$ cat src/rtl/reg_bank_if.sv
`default_nettype none
// ============================================================================
// Module      : reg_bank_if
// Description : Write-strobe and dual read-port bundle for reg_bank.
// Revision    : 1.0 - initial release
// ============================================================================
interface reg_bank_if;
  logic       wr_en;
  logic [2:0] wr_addr;
  logic [7:0] wr_data;
  logic [2:0] rd_addr_a;
  logic [2:0] rd_addr_b;
  logic [7:0] rd_data_a;
  logic [7:0] rd_data_b;
  logic       wr_ack;
  logic       busy;
  logic       err;
  logic [7:0] wr_count;

  modport master (
    output wr_en, wr_addr, wr_data, rd_addr_a, rd_addr_b,
    input  rd_data_a, rd_data_b, wr_ack, busy, err, wr_count
  );

  modport slave (
    input  wr_en, wr_addr, wr_data, rd_addr_a, rd_addr_b,
    output rd_data_a, rd_data_b, wr_ack, busy, err, wr_count
  );
endinterface
`default_nettype wire

$ cat src/rtl/reg_bank.sv
`default_nettype none
// ============================================================================
// Module      : reg_bank
// Description : 8x8 register bank, one write per wr_en rising level, with
//               strobe-length supervision and two registered read ports.
// Revision    : 1.0 - initial release
// ============================================================================
module reg_bank #(
  parameter int HOLD_MAX = 4
) (
  input  wire logic   clk,
  input  wire logic   rst_n,
  reg_bank_if.slave   bus
);

  localparam int                 c_CNT_W    = $clog2(HOLD_MAX + 2);
  localparam logic [c_CNT_W-1:0] c_HOLD_LIM = c_CNT_W'(HOLD_MAX);
  localparam logic [c_CNT_W-1:0] c_HOLD_SAT = c_CNT_W'(HOLD_MAX + 1);

  typedef enum logic [0:0] {
    ST_IDLE = 1'b0,
    ST_HOLD = 1'b1
  } state_t;

  state_t               r_state;
  state_t               w_next_state;
  logic                 w_wr;
  logic                 w_hold_inc;
  logic                 w_hold_clr;
  logic                 w_err_set;

  logic [7:0]           r_regs [8];
  logic [c_CNT_W-1:0]   r_hold_cnt;
  logic [7:0]           r_wr_count;
  logic [7:0]           r_rd_data_a;
  logic [7:0]           r_rd_data_b;
  logic                 r_wr_ack;
  logic                 r_err;

  always_ff @(posedge clk or negedge rst_n) begin
    if (!rst_n) begin
      r_state <= ST_IDLE;
    end else begin
      r_state <= w_next_state;
    end
  end

  // Only the IDLE->HOLD transition writes; a held level is supervised, not re-written.
  always_comb begin
    w_next_state = r_state;
    w_wr         = 1'b0;
    w_hold_inc   = 1'b0;
    w_hold_clr   = 1'b0;
    w_err_set    = 1'b0;
    case (r_state)
      ST_IDLE: begin
        if (bus.wr_en) begin
          w_wr         = 1'b1;
          w_next_state = ST_HOLD;
        end
      end
      ST_HOLD: begin
        if (bus.wr_en) begin
          w_hold_inc = 1'b1;
          w_err_set  = (r_hold_cnt == c_HOLD_LIM);
        end else begin
          w_hold_clr   = 1'b1;
          w_next_state = ST_IDLE;
        end
      end
      default: w_next_state = ST_IDLE;
    endcase
  end

  always_ff @(posedge clk or negedge rst_n) begin
    if (!rst_n) begin
      r_regs      <= '{default: '0};
      r_hold_cnt  <= '0;
      r_wr_count  <= '0;
      r_rd_data_a <= '0;
      r_rd_data_b <= '0;
      r_wr_ack    <= 1'b0;
      r_err       <= 1'b0;
    end else begin
      r_wr_ack <= w_wr;

      if (w_wr) begin
        r_regs[bus.wr_addr] <= bus.wr_data;
        r_wr_count          <= r_wr_count + 8'd1;
        r_hold_cnt          <= c_CNT_W'(1);
      end else if (w_hold_clr) begin
        r_hold_cnt <= '0;
      end else if (w_hold_inc && (r_hold_cnt != c_HOLD_SAT)) begin
        r_hold_cnt <= r_hold_cnt + 1'b1;
      end

      if (w_err_set) begin
        r_err <= 1'b1;
      end

      // Same-edge write to the addressed register is forwarded to each port.
      r_rd_data_a <= (w_wr && (bus.wr_addr == bus.rd_addr_a)) ? bus.wr_data
                                                               : r_regs[bus.rd_addr_a];
      r_rd_data_b <= (w_wr && (bus.wr_addr == bus.rd_addr_b)) ? bus.wr_data
                                                               : r_regs[bus.rd_addr_b];
    end
  end

  assign bus.rd_data_a = r_rd_data_a;
  assign bus.rd_data_b = r_rd_data_b;
  assign bus.wr_ack    = r_wr_ack;
  assign bus.busy      = (r_state == ST_HOLD);
  assign bus.err       = r_err;
  assign bus.wr_count  = r_wr_count;

endmodule
`default_nettype wire

$ cat src/flat_wrapper.sv
// flat-port wrapper written by rule: the top's interface ports become plain ports
module reg_bank_flat 
#(
  parameter int HOLD_MAX = 4
)
  (clk, rst_n, bus_wr_en, bus_wr_addr, bus_wr_data, bus_rd_addr_a, bus_rd_addr_b, bus_rd_data_a, bus_rd_data_b, bus_wr_ack, bus_busy, bus_err, bus_wr_count);
  reg_bank_if bus_i ();
  input  wire logic clk;
  input  wire logic rst_n;
  input wire logic [$bits(bus_i.wr_en)-1:0] bus_wr_en;
  input wire logic [$bits(bus_i.wr_addr)-1:0] bus_wr_addr;
  input wire logic [$bits(bus_i.wr_data)-1:0] bus_wr_data;
  input wire logic [$bits(bus_i.rd_addr_a)-1:0] bus_rd_addr_a;
  input wire logic [$bits(bus_i.rd_addr_b)-1:0] bus_rd_addr_b;
  output wire logic [$bits(bus_i.rd_data_a)-1:0] bus_rd_data_a;
  output wire logic [$bits(bus_i.rd_data_b)-1:0] bus_rd_data_b;
  output wire logic [$bits(bus_i.wr_ack)-1:0] bus_wr_ack;
  output wire logic [$bits(bus_i.busy)-1:0] bus_busy;
  output wire logic [$bits(bus_i.err)-1:0] bus_err;
  output wire logic [$bits(bus_i.wr_count)-1:0] bus_wr_count;
  assign bus_i.wr_en = bus_wr_en;
  assign bus_i.wr_addr = bus_wr_addr;
  assign bus_i.wr_data = bus_wr_data;
  assign bus_i.rd_addr_a = bus_rd_addr_a;
  assign bus_i.rd_addr_b = bus_rd_addr_b;
  assign bus_rd_data_a = bus_i.rd_data_a;
  assign bus_rd_data_b = bus_i.rd_data_b;
  assign bus_wr_ack = bus_i.wr_ack;
  assign bus_busy = bus_i.busy;
  assign bus_err = bus_i.err;
  assign bus_wr_count = bus_i.wr_count;
  reg_bank #(.HOLD_MAX(HOLD_MAX)) u_core (.clk(clk), .rst_n(rst_n), .bus(bus_i));
endmodule
$ cat config.mk
export PLATFORM = sky130hd
export DESIGN_NAME = reg_bank_flat
export DESIGN_NICKNAME = d
export VERILOG_FILES = /design/src/rtl/reg_bank_if.sv /design/src/rtl/reg_bank.sv /design/src/flat_wrapper.sv
export SDC_FILE = /design/constraint.sdc
export NUM_CORES = 1
export LEC_CHECK = 0
export ABC_AREA = 1
export BUFFER_PORTS_ARGS = -buffer_cell sky130_fd_sc_hd__buf_2
export CAP_MARGIN = 20
export CORE_UTILIZATION = 55
export DETAILED_ROUTE_END_ITERATION = 12
export MAX_ROUTING_LAYER = met4
export PLACE_DENSITY = 0.75
export SKIP_CTS_REPAIR_TIMING = 1
export SYNTH_ARGS = -nofsm -noshare
export SYNTH_HDL_FRONTEND = slang
export SYNTH_SLANG_ARGS = --single-unit
$ cat constraint.sdc
create_clock -name clk -period 1.6 [get_ports clk]
set_clock_uncertainty 0.05 [all_clocks]
set_input_delay 0.32 -clock clk [delete_from_list [all_inputs] [get_ports clk]]
set_output_delay 0.32 -clock clk [all_outputs]
set_load 0.005 [all_outputs]
==> flow_summary.rst, run 1 <==
.. list-table::
   :header-rows: 1

   * - Metric
     - Value
   * - Status
     - finished, violations left
   * - Failing checks
     - DRC
   * - Cell-internal power
     - 4.26 mW
   * - Slew at the pin closest to its max-slew limit
     - 0.483 ns
   * - Number of detailed-route iterations in the first pass
     - 10
   * - CTS tree
     - built
   * - Fin. Hold Viols
     - 0
   * - Source-to-sink clock delay at the later pin of the worst-skew pair
     - 0.37 ns
   * - Final cell count without fillers
     - 865
   * - Post-synth design cell area
     - 5100 um2
   * - Final Critical Period
     - 1.52 ns
   * - FF+latch count, synth
     - 94
   * - Area inside the core boundary
     - 8850 um2
   * - Primary FF master, synth
     - sky130_fd_sc_hd__dfrtp_1
   * - Reg2Reg Setup Slack
     - 0.08 ns
   * - Biggest fanout along the worst timing path
     - 16
   * - CP Cell Sequence
     - inv_1, nand2_2, nor2_4, nand2_1, nand2_1, o21ai_0
   * - Max Freq
     - 657 MHz
   * - Number of placed cells counting well taps
     - 848
   * - Portion of the post-synthesis area used by sequential elements
     - 46.1%
   * - Die Height
     - 98.3 um
   * - Share of the clock period used by the worst path after layout
     - 95.1%
   * - Routability congestion estimate from global placement
     - 0.909
   * - Unrepaired setup endpoints after global routing
     - true
   * - Most common library cells after synthesis
     - 264 x sky130_fd_sc_hd__nand2_1, 114 x sky130_fd_sc_hd__nand3_1, 94 x sky130_fd_sc_hd__dfrtp_1
   * - First DRT Iteration DRCs
     - 512
   * - Antenna-violating nets left
     - 0
   * - Clock root buffer master
     - sky130_fd_sc_hd__clkbuf_8
   * - Fraction of layout instances using a drive strength above 1
     - 14.5%
   * - Avg Synthesized Cell Area
     - 7.27 um2
   * - Number of enable-type register cells in the synthesized netlist
     - 0
   * - Worst-case clock buffer depth
     - 2
   * - Wire length per cell
     - 15.0 um
   * - Cell variety after synth
     - 29
   * - Length in cells of the worst reg-to-reg path
     - 6
   * - Synth Net Count
     - 725
   * - Highest cell delay on the worst timing path
     - 0.48 ns
   * - Most frequent cell on the critical path
     - sky130_fd_sc_hd__nand2_1
   * - R2R Path Start
     - u_core.bus.busy
   * - IR Drop Worst-Case VDD
     - 0.000527 V
   * - Total number of yosys warnings
     - 0
   * - Via-per-instance ratio
     - 5.45
   * - CP required
     - 1.79 ns
   * - Port-buffer cells
     - 46
   * - Max-slew violations
     - 0
   * - WHS
     - 0.0946 ns
   * - Area fraction of the dominant cell type after synthesis
     - 46.1%
   * - Drt drc
     - 5
   * - Cell type with the largest total area after synthesis
     - sky130_fd_sc_hd__dfrtp_1
   * - R2r endpoint
     - u_core.r_regs[58]
   * - Final setup viols
     - 0
   * - Die outline width
     - 98.3 um
   * - MaxCap Viol Count
     - 0
   * - Gate power share
     - 25.7%
   * - Data arrival time at the worst-slack endpoint
     - 1.71 ns
   * - Hold-critical path depth
     - 1
   * - Register share of total power
     - 49.0%
   * - Standard-cell rows
     - 34
   * - Wire length of the first global-routing pass
     - 21800 um
   * - Starting Density
     - 57.6%
   * - Design Area, Final
     - 5780 um2
   * - Total wirelength of the detailed-routed design
     - 13000 um
   * - Power dissipated by switching net loads
     - 2.24 mW
   * - Final #Nets
     - 776
   * - Most frequent cell after synthesis
     - sky130_fd_sc_hd__nand2_1
   * - Sw Ratio
     - 34.5%
   * - Share of flip-flops with an asynchronous set or reset after synthesis
     - 100%
   * - Start point of the worst min-delay path
     - bus_wr_en
   * - Worst Hold End
     - u_core.bus.busy
   * - Clock edge transition at the registers on the reported setup and hold paths
     - 0.09 ns
   * - Number of placed I/O pins
     - 47
   * - Total via count after detailed routing
     - 4713
   * - CTS buffer count
     - 9
   * - Die area
     - 9660 um2
   * - Antenna violations before repair
     - 0
   * - Gate count after technology mapping
     - 701
   * - Estimated wirelength of the detail-placed design
     - 9450 um
   * - Power density over cell area
     - 1130 nW/um2
   * - Max H-tree Level
     - 3
   * - Type of origin of the critical path
     - register
   * - Clock sink count
     - 94
   * - Worst setup EP type
     - register
   * - Via count of the first global-routing pass
     - 4278
   * - Tightest slew margin relative to the limit
     - 67.8%
   * - Number of antenna cells inserted
     - 0
   * - Slowest cell on the critical path
     - sky130_fd_sc_hd__dfrtp_2
   * - Global route total overflow
     - 0
   * - Setup Crit Path Kind
     - reg2reg
   * - Pin count of the biggest net entering global routing
     - 57
   * - Number of fillers in the final layout
     - 775
   * - Type of the most critical hold path
     - in2reg
   * - Total global routing track utilization
     - 29.5%
   * - Cell area after placement
     - 5560 um2
   * - Top area cells in the synthesized netlist
     - sky130_fd_sc_hd__dfrtp_1 46%, sky130_fd_sc_hd__nand2_1 19%, sky130_fd_sc_hd__nand3_1 11%, sky130_fd_sc_hd__inv_1 6.1%, sky130_fd_sc_hd__o21ai_0 6.0%
   * - Area growth from synthesis to layout
     - 13.3%
   * - Total Power Consumption
     - 6.50 mW
   * - Static leakage power
     - 3.06 nW
   * - Clock power frac
     - 25.3%
[layout make-up]
cell class,instances,area (um2),share of cell area (%)
inverter,91,344,5.95
clock buffer,9,124,2.14
multi-input combinational,485,2240,38.8
sequential,94,2350,40.7
tap,108,135,2.34
timing repair buffer,71,498,8.62
clock inverter,7,80.1,1.39
[layout by cell type, fill, tap and decap left out, types with 3 or more instances in the layout]
| cell | instances |
|---|---|
| sky130_fd_sc_hd__nand2_1 | 264 |
| sky130_fd_sc_hd__nand3_1 | 114 |
| sky130_fd_sc_hd__dfrtp_1 | 93 |
| sky130_fd_sc_hd__inv_1 | 83 |
| sky130_fd_sc_hd__o21ai_0 | 60 |
| sky130_fd_sc_hd__buf_2 | 45 |
| sky130_fd_sc_hd__buf_4 | 19 |
| sky130_fd_sc_hd__nor2_1 | 10 |
| sky130_fd_sc_hd__clkbuf_8 | 9 |
| sky130_fd_sc_hd__o21ai_2 | 6 |
| sky130_fd_sc_hd__buf_12 | 6 |
| sky130_fd_sc_hd__clkinv_1 | 4 |
| sky130_fd_sc_hd__nand4_1 | 4 |
| sky130_fd_sc_hd__ha_1 | 4 |
| sky130_fd_sc_hd__inv_2 | 3 |
| sky130_fd_sc_hd__nand2_2 | 3 |
| sky130_fd_sc_hd__nor3_4 | 3 |
| sky130_fd_sc_hd__nand3_2 | 3 |
[routing by layer]
layer	track usage (%)	wire (um)
met2	40.4	5510
met3	4.72	1170
met5	-	0
met1	44.8	6160
met4	8.50	148
[worst max-delay path by stage]
stage	slack (ns)	end	from
4_1_cts	0.02	u_core.r_regs[30]	u_core.bus.busy
3_5_place_dp	0.04	u_core.r_regs[58]	u_core.bus.busy
6_report	0.08	u_core.r_regs[58]	u_core.bus.busy
5_1_grt	-0.07	u_core.r_regs[58]	u_core.bus.busy
3_3_place_gp	0.09	u_core.r_regs[61]	u_core.bus.busy
2_1_floorplan	0.20	u_core.r_regs[62]	u_core.bus.busy
[power by group through the flow]
| stage | Sequential [mW] | Clock, mW | Combinational (mW) |
|---|---|---|---|
| after global placement | 3.20 | 0 | 1.59 |
| after floorplan | 3.16 | 0 | 1.07 |
| after CTS | 3.18 | 1.67 | 1.66 |
| after global routing | 3.24 | 1.76 | 1.91 |
| final | 3.18 | 1.65 | 1.67 |
| after detailed placement | 3.22 | 0 | 1.65 |
[cell families after synthesis]
logic type / Yosys count / share of synthesized area (%)
simple gates: 405 / 34.7
buf+inv: 122 / 9.84
flops: 94 / 46.1
compound gates: 72 / 7.66
xor+xnor: 4 / 0.687
fa+ha+maj: 4 / 0.982
[worst max-delay path: cells and delay by family, from the launching register on]
family                 cells  cell delay [ns]
AND/OR/NAND/NOR            4             0.68
flip-flops                 1             0.48
buffers and inverters      1             0.09
AO/OA/AOI/OAI              1             0.09
[state kept, by name, summed over array words and instances (netlist names)]
register              cells
u_core.bus.rd_data_a      8
u_core.r_regs            64
u_core.r_hold_cnt         3
u_core.bus.busy           1
u_core.bus.rd_data_b      8
u_core.bus.wr_count       8
u_core.bus.wr_ack         1
u_core.bus.err            1
[metrics by stage]
step / setup slack, ns / util (%) / TNS, ns
floorplan: 0.198 / - / 0
global placement: 0.0869 / 62.9 / 0
detailed placement: 0.0402 / 62.9 / 0
CTS: 0.0157 / 65.2 / 0
global route: -0.0728 / 65.3 / -0.802
finish: 0.0780 / 65.3 / 0
Note: power is estimated with default switching activity, not from simulation.
==> run 2: changes to the inputs <==
CORE_MARGIN = 8   (was not set)
CORE_UTILIZATION = 45   (was 55)
PLACE_DENSITY = not set   (was 0.75)
==> flow_summary.rst, run 2 (synthesized netlist as in run 1, its figures left out) <==
.. list-table::
   :header-rows: 1

   * - Metric
     - Value
   * - Status
     - finished, final reports clean (was finished, violations left)
   * - Data arrival time at the worst-slack endpoint
     - 1.73 ns (was 1.71 ns)
   * - Fraction of layout instances using a drive strength above 1
     - 14.9% (was 14.5%)
   * - Final Critical Period
     - 1.52 ns (about the same)
   * - Starting Density
     - 45.4% (was 57.6%)
   * - Number of antenna cells inserted
     - 0 (unchanged)
   * - CP Cell Sequence
     - inv_1, nand2_2, nor2_4, nand3_2, o21ai_0 (was inv_1, nand2_2, nor2_4, nand2_1, nand2_1, o21ai_0)
   * - Reg2Reg Setup Slack
     - 0.08 ns (about the same)
   * - Die Height
     - 122 um (was 98.3 um)
   * - Design Area, Final
     - 5900 um2 (was 5780 um2)
   * - WHS
     - 0.123 ns (was 0.0946 ns)
   * - Met2 Wirelength
     - 6150 um (was 5510 um)
   * - Antenna violations before repair
     - 0 (unchanged)
   * - Tightest slew margin relative to the limit
     - 71.6% (was 67.8%)
   * - Estimated wirelength of the detail-placed design
     - 10500 um (was 9450 um)
   * - Clock edge transition at the registers on the reported setup and hold paths
     - 0.07 ns (was 0.09 ns)
   * - Power density over cell area
     - 1160 nW/um2 (was 1130 nW/um2)
   * - Max Freq
     - 656 MHz (was 657 MHz)
   * - Commonest non-fill, non-tap cell in the layout
     - sky130_fd_sc_hd__nand2_1 (unchanged)
   * - Routed metal-1 wirelength
     - 6530 um (was 6160 um)
   * - Max-slew violations
     - 0 (unchanged)
   * - Total global routing track utilization
     - 20.0% (was 29.5%)
   * - Unrepaired setup endpoints after global routing
     - true (unchanged)
   * - Die area
     - 15000 um2 (was 9660 um2)
   * - Number of detailed-route iterations in the first pass
     - 6 (was 10)
   * - Biggest fanout along the worst timing path
     - 16 (unchanged)
   * - MaxCap Viol Count
     - 0 (unchanged)
   * - Cell area after placement
     - 5620 um2 (was 5560 um2)
   * - Max H-tree Level
     - 3 (unchanged)
   * - Wire length of the first global-routing pass
     - 23000 um (was 21800 um)
   * - CTS tree
     - built (unchanged)
   * - Type of origin of the critical path
     - register (unchanged)
   * - Final setup viols
     - 0 (unchanged)
   * - R2r endpoint
     - u_core.r_regs[14] (was u_core.r_regs[58])
   * - Highest cell delay on the worst timing path
     - 0.49 ns (was 0.48 ns)
   * - Total wirelength of the detailed-routed design
     - 13900 um (was 13000 um)
   * - Source-to-sink clock delay at the later pin of the worst-skew pair
     - 0.34 ns (was 0.37 ns)
   * - Setup Crit Path Kind
     - reg2reg (unchanged)
   * - Final cell count without fillers
     - 903 (was 865)
   * - Port-buffer cells
     - 46 (unchanged)
   * - Number of placed I/O pins
     - 47 (unchanged)
   * - Total via count after detailed routing
     - 4670 (was 4713)
   * - Crit-path leading delay family
     - simple AND/OR/NAND/NOR gates (unchanged)
   * - Share of the clock period used by the worst path after layout
     - 95.2% (was 95.1%)
   * - Global route total overflow
     - 0 (unchanged)
   * - Slew at the pin closest to its max-slew limit
     - 0.423 ns (was 0.483 ns)
   * - Top routing layer used
     - met4 (unchanged)
   * - Routability congestion estimate from global placement
     - 0.938 (was 0.909)
   * - Clock sink count
     - 94 (unchanged)
   * - Buffers plus inverters on the worst setup path
     - 1 (unchanged)
   * - WP depth
     - 5 (was 6)
   * - Antenna-violating nets left
     - 0 (unchanged)
   * - Area growth from synthesis to layout
     - 15.7% (was 13.3%)
   * - Most frequent cells in the layout
     - 263 x sky130_fd_sc_hd__nand2_1, 114 x sky130_fd_sc_hd__nand3_1, 94 x sky130_fd_sc_hd__dfrtp_1 (was 264 x sky130_fd_sc_hd__nand2_1, 114 x sky130_fd_sc_hd__nand3_1, 93 x sky130_fd_sc_hd__dfrtp_1)
   * - Fin. Hold Viols
     - 0 (unchanged)
   * - Detail Route met3 WL
     - 1010 um (was 1170 um)
   * - Standard-cell rows
     - 39 (was 34)
   * - Drt drc
     - 0 (was 5)
   * - Clock root buffer master
     - sky130_fd_sc_hd__clkbuf_16 (was sky130_fd_sc_hd__clkbuf_8)
   * - IR Drop Worst-Case VDD
     - 0.000635 V (was 0.000527 V)
   * - Max reg flops
     - 64 (unchanged)
   * - Number of fillers in the final layout
     - 1090 (was 775)
   * - Die outline width
     - 122 um (was 98.3 um)
   * - Number of placed cells counting well taps
     - 886 (was 848)
   * - Top register by number of flip-flops
     - u_core.r_regs (unchanged)
   * - Wire length per cell
     - 15.4 um (was 15.0 um)
   * - CP required
     - 1.80 ns (was 1.79 ns)
   * - Pin count of the biggest net entering global routing
     - 44 (was 57)
   * - Via count of the first global-routing pass
     - 4484 (was 4278)
   * - R2R Path Start
     - u_core.bus.busy (unchanged)
   * - CTS buffer count
     - 9 (unchanged)
   * - Via-per-instance ratio
     - 5.17 (was 5.45)
   * - Worst setup EP type
     - register (unchanged)
   * - Final #Nets
     - 779 (was 776)
   * - Worst-case clock buffer depth
     - 2 (unchanged)
   * - First DRT Iteration DRCs
     - 476 (was 512)
   * - Slowest cell on the critical path
     - sky130_fd_sc_hd__dfrtp_1 (was sky130_fd_sc_hd__dfrtp_2)
   * - Destination of the critical timing path
     - u_core.r_regs[14] (was u_core.r_regs[58])
   * - Area inside the core boundary
     - 11200 um2 (was 8850 um2)
   * - Length in cells of the worst reg-to-reg path
     - 5 (was 6)
   * - Critical Path Source
     - u_core.bus.busy (unchanged)
   * - Static leakage power
     - 3.10 nW (was 3.06 nW)
   * - Type of the most critical hold path
     - in2reg (unchanged)
[run 2: cell count changes in the layout (fill, tap and decap cells not counted), sizes merged]
cell and change:
clkinv +1, bufinv -1, inv -1, clkinvlp +1, buf +3
[run 2: stage by stage]
step	util (%)	worst slack, ns	power [mW]	TNS, ns
detailed placement	50.0	0.0653	4.91	0
global placement	50.0	0.115	4.85	0
finish	52.6	0.0764	6.87	0
floorplan	-	0.198	4.23	0
CTS	52.5	0.0487	6.91	0
global route	52.6	-0.0643	7.34	-0.597
[run 2: where the power goes]
group / total [mW] / internal, mW / leakage (nW) / switching, mW
Clock: 1.99 / 1.06 / 0.132 / 0.939
Sequential: 3.19 / 2.88 / 1.16 / 0.309
Combinational: 1.68 / 0.640 / 1.81 / 1.04
Total: 6.87 / 4.58 / 3.10 / 2.29
[run 2: worst min-delay path by stage]
stage	from	end	slack (ns)	cells past startpoint
floorplan	rst_n	u_core.bus.busy	-0.03	0
global placement	rst_n	u_core.r_regs[23]	0.12	1
detailed placement	rst_n	u_core.r_regs[23]	0.13	1
CTS	rst_n	u_core.r_regs[23]	-0.24	1
global route	bus_wr_en	u_core.bus.busy	0.12	1
finish	bus_wr_en	u_core.bus.busy	0.12	1
[run 2: layout make-up]
type	count	area [um2]	share of cell area (%)
Inverter	91	342	5.79
Tap cell	143	179	3.03
Clock buffer	9	225	3.82
Multi-Input combinational cell	485	2250	38.1
Clock inverter	7	47.5	0.806
Timing Repair Buffer	74	508	8.61
Sequential cell	94	2350	39.9
[run 2: layer usage]
metal / vias to the layer above / global-route usage [%]
met5: - / -
met4: 0 / 7.39
met3: 22 / 4.14
met2: 175 / 29.3
met1: 2151 / 26.8
li1: 2322 / -
